===== src/rtl/keyin_accumulator.sv =====
// keyin_accumulator
//   Collects keypad digits (encoded 4-bit code plus a "pressed" level) into an
//   NDIG-nibble value for the display block. Supports BCD and hex entry radix,
//   backspace and enter keys in BCD, auto-commit when a hex entry fills, and a
//   sticky overflow flag when a BCD entry is already full.
// Ports:
//   clk, rst (async, active low), clr (sync clear)
//   key_code[3:0], key_pressed : keypad interface (level, code stable while held)
//   op[1:0]                    : entry mode request (bit1: 0=BCD, 1=hex)
//   value_out[4*NDIG-1:0]      : accumulated value, newest digit in nibble 0
//   mode[1:0]                  : latched op
//   digit_cnt[CNT_W-1:0]       : digits currently held
//   overflow                   : sticky, BCD digit rejected because entry full
//   commit                     : one-cycle pulse when entry is committed
//   state[2:0]                 : 0 EMPTY, 1 ENTRY, 2 DONE, 3 ERR
module keyin_accumulator #(
  parameter int NDIG  = 4,
  parameter int CNT_W = 4
) (
  input  logic                 clk,
  input  logic                 rst,
  input  logic                 clr,
  input  logic [3:0]           key_code,
  input  logic                 key_pressed,
  input  logic [1:0]           op,
  output logic [4*NDIG-1:0]    value_out,
  output logic [1:0]           mode,
  output logic [CNT_W-1:0]     digit_cnt,
  output logic                 overflow,
  output logic                 commit,
  output logic [2:0]           state
);

  localparam int               VW      = 4 * NDIG;
  localparam logic [CNT_W-1:0] NDIG_C  = CNT_W'(NDIG);
  localparam logic             ONE_DIG = (NDIG == 1);

  typedef enum logic [2:0] {
    S_EMPTY = 3'd0,
    S_ENTRY = 3'd1,
    S_DONE  = 3'd2,
    S_ERR   = 3'd3
  } state_e;

  logic [VW-1:0]    value_q,   value_d;
  logic [CNT_W-1:0] cnt_q,     cnt_d;
  logic [1:0]       mode_q,    mode_d;
  logic             ov_q,      ov_d;
  logic             commit_q,  commit_d;
  logic             pressed_q, pressed_d;
  state_e           state_q,   state_d;

  // Key decode uses the latched mode, not the raw op request.
  logic          evt, hex, is_dig, is_bs, is_ent, cnt_next_full;
  logic [VW-1:0] val_shl, val_new;

  assign evt           = key_pressed & ~pressed_q;
  assign hex           = mode_q[1];
  assign is_dig        = hex | (key_code <= 4'd9);
  assign is_bs         = ~hex & (key_code == 4'hE);
  assign is_ent        = ~hex & (key_code == 4'hF);
  // Truncating casts keep the shift legal for NDIG == 1 as well.
  assign val_shl       = VW'({value_q, key_code});
  assign val_new       = VW'(key_code);
  assign cnt_next_full = ((cnt_q + 1'b1) == NDIG_C);

  always_comb begin
    value_d   = value_q;
    cnt_d     = cnt_q;
    mode_d    = mode_q;
    ov_d      = ov_q;
    commit_d  = 1'b0;
    state_d   = state_q;
    pressed_d = key_pressed;   // tracked even during clr so a held key stays dead

    if (clr) begin
      value_d = '0;
      cnt_d   = '0;
      ov_d    = 1'b0;
      state_d = S_EMPTY;
      mode_d  = op;
    end else begin
      case (state_q)
        S_EMPTY, S_ENTRY: begin
          if (state_q == S_EMPTY) mode_d = op;
          if (evt && is_dig) begin
            if (cnt_q < NDIG_C) begin
              value_d = val_shl;
              cnt_d   = cnt_q + 1'b1;
              state_d = S_ENTRY;
              // A full hex entry commits itself.
              if (hex && cnt_next_full) begin
                state_d  = S_DONE;
                commit_d = 1'b1;
              end
            end else if (!hex) begin
              ov_d    = 1'b1;
              state_d = S_ERR;
            end
          end else if (evt && is_bs && state_q == S_ENTRY) begin
            value_d = value_q >> 4;
            cnt_d   = cnt_q - 1'b1;
            if (cnt_q == {{(CNT_W-1){1'b0}}, 1'b1}) state_d = S_EMPTY;
          end else if (evt && is_ent && state_q == S_ENTRY) begin
            state_d  = S_DONE;
            commit_d = 1'b1;
          end
        end
        S_DONE: begin
          // Any digit starts a fresh entry; commands are ignored here.
          if (evt && is_dig) begin
            value_d = val_new;
            cnt_d   = {{(CNT_W-1){1'b0}}, 1'b1};
            if (hex && ONE_DIG) begin
              state_d  = S_DONE;
              commit_d = 1'b1;
            end else begin
              state_d = S_ENTRY;
            end
          end
        end
        S_ERR: begin
          if (evt && is_bs) begin
            ov_d    = 1'b0;
            state_d = S_ENTRY;
          end
        end
        default: begin
          // Unused encodings recover exactly as a clear would.
          value_d = '0;
          cnt_d   = '0;
          ov_d    = 1'b0;
          state_d = S_EMPTY;
          mode_d  = op;
        end
      endcase
    end
  end

  always_ff @(posedge clk or negedge rst) begin
    if (!rst) begin
      value_q   <= '0;
      cnt_q     <= '0;
      mode_q    <= '0;
      ov_q      <= 1'b0;
      commit_q  <= 1'b0;
      pressed_q <= 1'b0;
      state_q   <= S_EMPTY;
    end else begin
      value_q   <= value_d;
      cnt_q     <= cnt_d;
      mode_q    <= mode_d;
      ov_q      <= ov_d;
      commit_q  <= commit_d;
      pressed_q <= pressed_d;
      state_q   <= state_d;
    end
  end

  assign value_out = value_q;
  assign digit_cnt = cnt_q;
  assign mode      = mode_q;
  assign overflow  = ov_q;
  assign commit    = commit_q;
  assign state     = state_q;

endmodule


===== config.mk =====
export PLATFORM = sky130hd
export DESIGN_NAME = keyin_accumulator
export DESIGN_NICKNAME = d
export VERILOG_FILES = /design/src/rtl/keyin_accumulator.sv
export SDC_FILE = /design/constraint.sdc
export NUM_CORES = 1
export LEC_CHECK = 0
export ABC_AREA = 1
export ABC_CLOCK_PERIOD_IN_PS = 3200
export CORE_ASPECT_RATIO = 1.2
export CORE_MARGIN = 2
export CORE_UTILIZATION = 50
export CTS_CLUSTER_SIZE = 25
export DETAILED_ROUTE_END_ITERATION = 6
export GPL_TIMING_DRIVEN = 0
export PLACE_DENSITY = 0.79
export SYNTH_ARGS = -nofsm -noshare
export SYNTH_HDL_FRONTEND = slang
export SYNTH_SLANG_ARGS = --single-unit

===== constraint.sdc =====
create_clock -name clk -period 3.2 [get_ports clk]
set_clock_uncertainty 0.05 [all_clocks]
set_input_delay 0.64 -clock clk [delete_from_list [all_inputs] [get_ports clk]]
set_output_delay 0.64 -clock clk [all_outputs]
set_load 0.02 [all_outputs]

==> results.py <==
metrics = {
    "placed_design": {
        "dp_cells": 318,
        "place_hpwl_um": 2860,
        "gp_congestion": 0.844,
        "port-buffer-count": 35,
    },
    "final_layout": {
        "final_core_utilization": 0.647,
        "instances_no_fill": 322,
        "syn2layout_area_growth_pct": 25.9,
        "diodes": 0,
        "nNetsFinal": 300,
        "nFillCells": 324,
        "drive_above_1_share": 0.102,
    },
    "global_route": {
        "use_met3": 0.0402,
        "grt_max_degree": 28,
        "grt_use_total": 0.226,
        "grt.busiest_layer": "met2",
        "grtUsageMet1": 0.279,
        "grt_pass1_wl_um": 6860,
        "use_met2": 0.402,
        "antenna_found_initial": 0,
        "grt_pass1_vias": 1516,
        "grt_overflow": 0,
    },
    "clock_tree": {
        "cts_tree": "done",
        "clk_latency_ns": 0.27,
        "clock_sinks": 27,
        "clkTransAtPathRegs_ns": 0.09,
        "cts_buffer_depth": 2,
        "hold_buffers": 0,
        "post_cts_buffers": 0,
        "htreeDepth": 1,
        "cts_root_buffer": "clkbuf_8",
        "cts_resized": 0,
        "cts_buffers": 3,
    },
    "die": {
        "start_util": 0.514,
        "ios": 37,
        "fp.coreArea_um2": 3280,
        "die_w_um": 57.0,
        "die-area_um2": 3860,
        "die_h_um": 67.6,
        "fp-row-count": 23,
    },
    "sta": {
        "setup_violations": 0,
        "fmax_mhz": 467,
        "timing.final.crit_share": 0.669,
        "finalCriticalPeriod_ns": 2.14,
        "tightest_slew_ns": 0.613,
        "tns_ns": 0,
        "rsz0062_at_grt": "no",
        "drv_slew": 0,
        "finalHoldViolations": 0,
        "hold_ws_ns": 0.318,
        "max_slew_margin": 0.591,
    },
    "routing": {
        "vias": 1605,
        "drtIter0Drc": 44,
        "viasPerCell": 4.98,
        "antenna_left": 0,
        "drcViolationCount": 0,
        "routed_wl_um": 3920,
        "first_pass_iters": 4,
        "wl_per_cell_um": 12.2,
    },
    "logic_synthesis": {
        "syn_inst": 246,
        "synth.most_common_cell": "nand2_1",
        "synth_top_area_share": 0.401,
        "ys_types": 28,
        "synth_top_cells_by_count": "nand2_1, dfrtp_1, inv_1",
        "ys.flop_type": "dfrtp_1",
        "synthTopCellsByArea": "dfrtp_1, nand2_1, inv_1",
        "yosys_warnings": 0,
        "synth-seq-cells": 27,
        "synth_area_um2": 1690,
        "yosysTopAreaCell": "dfrtp_1",
        "synthArstFlopShare": 1.00,
        "synth-edff-count": 0,
        "ys_seq_area_frac": 0.401,
        "syn_avg_cell_area_um2": 6.86,
        "syn-num-nets": 260,
    },
    "critical_path": {
        "critPathCaptureType": "flop",
        "crit_required_ns": 3.32,
        "crit_type": "primary input to flop",
        "ff2ff_path_depth": 10,
        "start_kind": "primary input",
        "crit_fanout": 10,
        "cp_data_arrival_time_ns": 2.26,
    },
    "min_path": {
        "hp-class": "primary input to asynchronous set/reset pin",
    },
    "power": {
        "powerDensity_nw_per_um2": 675,
        "pwr-share-clk": 0.137,
        "vdd_ir_drop_max_mv": 0.383,
        "p_switching_mw": 0.636,
        "combPwrFrac": 0.519,
        "seq_power_share": 0.344,
        "internal-power_mw": 0.798,
        "finalPower_mw": 1.43,
        "swShare": 0.443,
        "leakage_nw": 1.10,
    },
    "outcome": {
        "status": "completed",
    },
    "run": {
        "drv_cap": 0,
    },
}
[worst max-delay path, stage by stage]
cell	delay (ns)
clkdlybuf4s50_1	0.55
inv_1	0.09
nor2_2	0.10
nand2_2	0.09
nand2_4	0.11
nand2_2	0.09
inv_2	0.08
nand2_2	0.06
nand3_4	0.14
inv_4	0.06
buf_6	0.14
nand2_1	0.06
nand2_1	0.05
[metrics by stage]
stage,instance area (um2),worst slack [ns]
2_1_floorplan,1690,1.53
3_3_place_gp,2080,0.811
3_5_place_dp,2080,0.789
4_1_cts,2130,1.05
5_1_grt,2120,0.935
6_report,2120,1.06
[registers in the layout, indices dropped and copies added (netlist names)]
register and count:
value_out 16, overflow 1, digit_cnt 4, pressed_q 1, commit 1, state 2
mode 2
[placed cells by master (no fill, tap or decap), types with 2 or more instances in the layout]
master	instances
a21oi_1	3
buf_2	4
buf_6	3
clkbuf_8	3
clkdlybuf4s50_1	34
dfrtp_1	27
ha_1	4
inv_1	18
inv_2	3
nand2_1	121
nand2_2	3
nand3_1	11
nand4_1	2
nor2_1	17
nor2_2	3
nor2_4	2
nor3_1	2
o21ai_0	7
o21ai_1	6
[cells by family (layout without fill, tap and decap cells)]
group           Yosys count  count (layout)  share of synthesized area
other cells               1               1                    0.00222
simple gates            165             165                      0.415
fa+ha+maj                 4               4                     0.0297
buf+inv                  29              68                     0.0838
flops                    27              27                      0.401
compound gates           18              18                     0.0564
xor+xnor                  1               1                    0.00519
mux                       1               1                    0.00668
[worst paths after layout]
kind                            endpoint        start  slack, ns
max                         value_out[2]  key_code[3]       1.06
min                         digit_cnt[0]          rst       0.32
max reg2reg                 value_out[2]      mode[1]       1.48
min reg2reg                      mode[0]      mode[0]       0.46
max in group asynchronous  value_out[15]          rst       2.38
min in group clk                 mode[0]      mode[0]       0.46
[layout make-up]
class / count / area [um2] / area share
multi-input cells: 190 / 870 / 0.410
flip-flops and latches: 27 / 676 / 0.318
repair buffers: 35 / 345 / 0.163
inverters: 22 / 85.1 / 0.0401
plain buffers: 7 / 56.3 / 0.0265
well taps: 37 / 46.3 / 0.0218
clock buffers: 4 / 45.0 / 0.0212
[power groups by stage]
| stage | registers [mW] | clock network [mW] | logic, mW |
|---|---|---|---|
| after CTS | 0.494 | 0.202 | 0.750 |
| after floorplan | 0.566 | 0 | 0.414 |
| after global routing | 0.507 | 0.214 | 0.837 |
| final | 0.493 | 0.197 | 0.743 |
| after global placement | 0.498 | 0 | 0.736 |
| after detailed placement | 0.501 | 0 | 0.746 |
[per-layer routing]
layer  wire length [um]  vias up
li1                   -      831
met1               1750      730
met2               1930       38
met3                185        6
met4                 53        0
met5                  0        -
Note: power is estimated with default switching activity, not from simulation.
